===== src/rtl/tm_pkg.sv =====
// Shared types and widths for the Turing-machine tape step sequencer.
package tm_pkg;

    localparam int TM_SYM_W = 4;
    localparam int TM_CNT_W = 5;

    typedef enum logic [2:0] {
        IDLE = 3'd0,
        LOAD = 3'd1,
        RUN  = 3'd2,
        HALT = 3'd3
    } tm_seq_state_t;

endpackage


===== src/rtl/tm_btn_debounce.sv =====
// One push-button: 2-flop synchronizer, optional debouncer (TM_SEQ_DEBOUNCE_EN)
// and a single-cycle press event.
module tm_btn_debounce #(
    parameter int unsigned DEBOUNCE_CYCLES = 1_000_000
) (
    input  logic clk,
    input  logic rst_n,
    input  logic btn_raw,
    output logic btn_event
);

    logic meta_q, meta_d;
    logic level_q, level_d;
    logic event_q, event_d;

`ifdef TM_SEQ_DEBOUNCE_EN
    localparam int unsigned CNT_W = $clog2(DEBOUNCE_CYCLES + 1);
    localparam logic [CNT_W-1:0] CNT_LAST = CNT_W'(DEBOUNCE_CYCLES - 1);
    localparam logic [CNT_W-1:0] CNT_SAT  = CNT_W'(DEBOUNCE_CYCLES);

    logic [CNT_W-1:0] cnt_q, cnt_d;

    // cnt_q = cycles the synced level has already been high; saturating stops re-fire.
    always_comb begin
        meta_d  = btn_raw;
        level_d = meta_q;
        cnt_d   = '0;
        if (level_q) begin
            cnt_d = (cnt_q == CNT_SAT) ? cnt_q : cnt_q + 1'b1;
        end
        event_d = level_q && (cnt_q == CNT_LAST);
    end

    always_ff @(posedge clk or negedge rst_n) begin
        if (!rst_n) begin
            meta_q  <= 1'b0;
            level_q <= 1'b0;
            cnt_q   <= '0;
            event_q <= 1'b0;
        end else begin
            meta_q  <= meta_d;
            level_q <= level_d;
            cnt_q   <= cnt_d;
            event_q <= event_d;
        end
    end
`else
    // Without debouncing the cycle count only guards against an illegal setting.
    localparam bit RANGE_OK = (DEBOUNCE_CYCLES >= 2);

    logic prev_q, prev_d;

    always_comb begin
        meta_d  = btn_raw;
        level_d = meta_q;
        prev_d  = level_q;
        event_d = RANGE_OK && level_q && !prev_q;
    end

    always_ff @(posedge clk or negedge rst_n) begin
        if (!rst_n) begin
            meta_q  <= 1'b0;
            level_q <= 1'b0;
            prev_q  <= 1'b0;
            event_q <= 1'b0;
        end else begin
            meta_q  <= meta_d;
            level_q <= level_d;
            prev_q  <= prev_d;
            event_q <= event_d;
        end
    end
`endif

    assign btn_event = event_q;

endmodule


===== src/rtl/tm_step_sequencer.sv =====
// Loads switch symbols onto a Turing-machine tape via Next/Done buttons, then
// waits for the machine to halt. Debouncing is enabled by TM_SEQ_DEBOUNCE_EN.
module tm_step_sequencer
    import tm_pkg::*;
#(
    parameter int unsigned DEBOUNCE_CYCLES = 1_000_000,
    parameter int unsigned MAX_SYMBOLS     = 16
) (
    input  logic                clk100,
    input  logic                reset_n,
    input  logic                btn_next,
    input  logic                btn_done,
    input  logic [TM_SYM_W-1:0] sw_data,
    input  logic                compute_done,
    output logic [TM_SYM_W-1:0] tm_data,
    output logic                tm_next,
    output logic                tm_done,
    output logic [TM_CNT_W-1:0] symbol_count,
    output logic [2:0]          state_out,
    output logic                overflow
);

    localparam logic [TM_CNT_W-1:0] MAX_CNT = TM_CNT_W'(MAX_SYMBOLS);

    logic next_ev, done_ev;

    logic [TM_SYM_W-1:0] sw_meta_q, sw_meta_d;
    logic [TM_SYM_W-1:0] sw_sync_q, sw_sync_d;

    tm_seq_state_t       state_q, state_d;
    logic [TM_SYM_W-1:0] tm_data_q, tm_data_d;
    logic                tm_next_q, tm_next_d;
    logic                tm_done_q, tm_done_d;
    logic [TM_CNT_W-1:0] count_q, count_d;
    logic                overflow_q, overflow_d;

    tm_btn_debounce #(.DEBOUNCE_CYCLES(DEBOUNCE_CYCLES)) u_next_btn (
        .clk       (clk100),
        .rst_n     (reset_n),
        .btn_raw   (btn_next),
        .btn_event (next_ev)
    );

    tm_btn_debounce #(.DEBOUNCE_CYCLES(DEBOUNCE_CYCLES)) u_done_btn (
        .clk       (clk100),
        .rst_n     (reset_n),
        .btn_raw   (btn_done),
        .btn_event (done_ev)
    );

    always_comb begin
        sw_meta_d  = sw_data;
        sw_sync_d  = sw_meta_q;
        state_d    = state_q;
        tm_data_d  = tm_data_q;
        tm_next_d  = 1'b0;
        tm_done_d  = 1'b0;
        count_d    = count_q;
        overflow_d = overflow_q;

        unique case (state_q)
            IDLE, LOAD: begin
                // Done has priority so a simultaneous Next is discarded.
                if (done_ev) begin
                    tm_done_d = 1'b1;
                    state_d   = RUN;
                end else if (next_ev) begin
                    if (count_q < MAX_CNT) begin
                        tm_data_d = sw_sync_q;
                        tm_next_d = 1'b1;
                        count_d   = count_q + 1'b1;
                        state_d   = LOAD;
                    end else begin
                        overflow_d = 1'b1;
                    end
                end
            end
            RUN: begin
                if (compute_done) begin
                    state_d = HALT;
                end
            end
            HALT: begin
                if (next_ev) begin
                    state_d    = IDLE;
                    count_d    = '0;
                    overflow_d = 1'b0;
                end
            end
            default: state_d = IDLE;
        endcase
    end

    always_ff @(posedge clk100 or negedge reset_n) begin
        if (!reset_n) begin
            sw_meta_q  <= '0;
            sw_sync_q  <= '0;
            state_q    <= IDLE;
            tm_data_q  <= '0;
            tm_next_q  <= 1'b0;
            tm_done_q  <= 1'b0;
            count_q    <= '0;
            overflow_q <= 1'b0;
        end else begin
            sw_meta_q  <= sw_meta_d;
            sw_sync_q  <= sw_sync_d;
            state_q    <= state_d;
            tm_data_q  <= tm_data_d;
            tm_next_q  <= tm_next_d;
            tm_done_q  <= tm_done_d;
            count_q    <= count_d;
            overflow_q <= overflow_d;
        end
    end

    assign tm_data      = tm_data_q;
    assign tm_next      = tm_next_q;
    assign tm_done      = tm_done_q;
    assign symbol_count = count_q;
    assign state_out    = state_q;
    assign overflow     = overflow_q;

endmodule


===== config.mk =====
export PLATFORM = sky130hd
export DESIGN_NAME = tm_step_sequencer
export DESIGN_NICKNAME = d
export VERILOG_FILES = /design/src/rtl/tm_pkg.sv /design/src/rtl/tm_btn_debounce.sv /design/src/rtl/tm_step_sequencer.sv
export SDC_FILE = /design/constraint.sdc
export NUM_CORES = 1
export LEC_CHECK = 0
export ABC_AREA = 1
export CORE_MARGIN = 2
export CORE_UTILIZATION = 43
export CTS_CLUSTER_DIAMETER = 100
export CTS_CLUSTER_SIZE = 8
export DETAILED_ROUTE_END_ITERATION = 12
export HOLD_SLACK_MARGIN = 0.15
export PLACE_DENSITY = 0.72
export SYNTH_ARGS = -nofsm -noshare
export SYNTH_HDL_FRONTEND = slang
export SYNTH_SLANG_ARGS = --single-unit

===== constraint.sdc =====
create_clock -name clk100 -period 1 [get_ports clk100]
set_input_delay 0.15 -clock clk100 [delete_from_list [all_inputs] [get_ports clk100]]
set_output_delay 0.15 -clock clk100 [all_outputs]
set_load 0.02 [all_outputs]

==> impl_metrics.toml <==
[status]
status = "complete, but fails checks"
violations = "negative setup slack"

[logic_synthesis]
ys_ff_latch = 30
ys_seq_area_frac = 0.686
yosysTopAreaCell = "dfrtp_1"
avgSynthCellArea_um2 = 10.0
syn_nets = 119
synth_area_mm2 = 0.00109
synth_cells = 109
synth_warnings = 0
ys_types = 16
synth_top_area_frac = 0.686
synthTopCellsByArea = "dfrtp_1 (69%), nand2_1 (13%), inv_1 (4.1%), nand3_1 (2.7%), nor2_1 (2.7%)"

[setup_path]
start_kind = "register"
cp.required_ps = 1280
worst_setup_path_end_kind = "register"
cp_max_fo = 3
r2r_cells = 6
crit_arrival_ps = 1420
crit_type = "register to register"

[global_route]
grt_pass1_wl_um = 3620
grt_overflow_total = 0
antenna_found_initial = 0
track_usage = 0.184
first_global_vias = 873
grt_max_degree = 31

[drt]
vias = 883
wirelength_met1_um = 869
drt_iter0_markers = 17
dr.max_layer_used = "met4"
wl_per_cell_um = 11.7
wl_met3_um = 113
detail_route.wirelength_um = 2190
met2_length_um = 1150
firstDrtPassIters = 4
drc = 0
antenna_left = 0
viasPerCell = 4.72

[sta]
layout_setup_ws_ps = -138
maxSlewViolCount = 0
finClkSkew_ps = 10.1
holdWs_ps = 168
fmax_mhz = 879
min_period_ps = 1140
final.setup.tns_ps = -1680
finalCritPeriodShare = 1.14
hold_viol = 0
grt_setup_unrepaired = "true"
final-setup-viol-count = 25

[pwr]
power_density_mw_per_mm2 = 2310
p_leak_nw = 0.863
ir_worst_vdd_mv = 1.68

[placement]
gp_congestion = 0.732
pre_cts_ws_ps = -150
place_hpwl_um = 1430
numPortBuffers = 22
place_area_mm2 = 0.00150

[finish]
drive_gt1_frac = 0.459
design_area_mm2 = 0.00170
nFillCells = 188
num_antenna_cells = 0
finalNetCount = 166
area_growth_pct = 55.5

[clocking]
cts_buffer_depth = 2
cts.sinks = 30
clk_root_buffer_cell = "clkbuf_4"
cts_buffers = 5
clk_latency_ps = 330
path_clk_slew_ps = 90
cts_max_level = 2
cts_tree = "yes"

[flow_run]
cap_violations = 0

[die]
die_y_um = 54.5
die_x_um = 54.5
dieArea_mm2 = 0.00297
initial_core_util = 0.446
coreArea_mm2 = 0.00245
ios = 24
num_rows = 18

[min_path]
min_path_type = "input pin to asynchronous set/reset pin"
## metrics by stage
step	util	total power, W	std cells
detailed placement	0.612	0.00285	172
CTS	0.664	0.00381	183
floorplan	-	0.00220	109
global placement	0.612	0.00281	172
finish	0.694	0.00394	187
global route	0.694	0.00419	187
## flip-flops by register name (all words and copies together), names as in the netlist
name                  cells
symbol_count              5
sw_meta_q                 4
sw_sync_q                 4
tm_data                   4
state_out                 2
overflow                  1
tm_done                   1
tm_next                   1
u_done_btn.btn_event      1
u_done_btn.level_d        1
u_done_btn.level_q        1
u_done_btn.prev_q         1
u_next_btn.btn_event      1
u_next_btn.level_d        1
u_next_btn.level_q        1
u_next_btn.prev_q         1
## repair_timing
action                                  4_1_cts  5_1_grt
buffers inserted                              3        4
hold buffers                                  0        0
endpoints found under the setup margin       27       27
resized for setup                            90       16
pin swaps                                     3        8
## final cells by class
| cell class | count | area (um2) | area share |
|---|---|---|---|
| clock buffers | 7 | 55.1 | 0.0323 |
| clock inverters | 1 | 5.00 | 0.00294 |
| inverters | 14 | 60.1 | 0.0353 |
| multi-input cells | 64 | 400 | 0.235 |
| flip-flops and latches | 30 | 757 | 0.445 |
| well taps | 30 | 37.5 | 0.0220 |
| repair buffers | 41 | 388 | 0.228 |
## layer usage
metal  GRT usage  up-vias
li1            -      428
met1       0.200      420
met2       0.309       27
met3      0.0628        8
met4       0.108        0
met5           0        -
## worst max-delay path, stage by stage (launching register included)
cell     delay, ps
dfrtp_2        420
buf_6          120
ha_4           170
xnor2_2        130
nor2_1         100
nand2_1         70
nand2_2         60
## synth_stat cells
cell,n
nand2_1,38
xnor2_1,1
buf_4,1
conb_1,1
o21ai_0,2
dfrtp_1,30
nor2_1,8
nand3_1,6
nand3_2,1
a21oi_1,1
ha_1,1
nand4_1,2
inv_1,12
nand2_2,1
nor2_2,2
inv_2,2
## placed cells by master (no fill, tap or decap), types with 3 or more instances in the layout
cell type and n:
nand2_1 27, dfrtp_1 25, buf_4 16, buf_6 14
inv_1 10, nand2_2 9, clkdlybuf4s50_1 8, nor2_1 6
clkbuf_4 5, dfrtp_2 5, nand2_4 3, nor2_4 3
nand3_1 3
## report_power, final
group	leakage (nW)	switching, W	internal, W	total [W]
Combinational	0.462	0.000830	0.000813	0.00164
Sequential	0.365	0.000139	0.00141	0.00155
Clock	0.0353	0.000399	0.000340	0.000739
Total	0.863	0.00137	0.00257	0.00394
## cell families after synthesis
group                      count (synthesis)  synth area share
and+or+nand+nor                           58             0.223
DFF                                       30             0.686
buffers and inverters                     15            0.0549
AOI/OAI and AO/OA                          3            0.0137
xor gates and xnor gates                   1           0.00800
adders and majority gates                  1            0.0114
other                                      1           0.00343
## worst paths after layout
| path | from | to | slack [ps] |
|---|---|---|---|
| max in group asynchronous | reset_n | symbol_count[1]$_DFFE_PN0P_ | 660 |
| worst max-delay path | symbol_count[0]$_DFFE_PN0P_ | symbol_count[2]$_DFFE_PN0P_ | -140 |
| worst max register to register | symbol_count[0]$_DFFE_PN0P_ | symbol_count[2]$_DFFE_PN0P_ | -140 |
| worst min-delay path | reset_n | symbol_count[3]$_DFFE_PN0P_ | 170 |
| min in group clk100 | sw_data[3] | sw_meta_q[3]$_DFF_PN0_ | 260 |
| worst min register to register | sw_meta_q[0]$_DFF_PN0_ | sw_sync_q[0]$_DFF_PN0_ | 350 |
No activity file was read; power rests on OpenSTA's default activity.
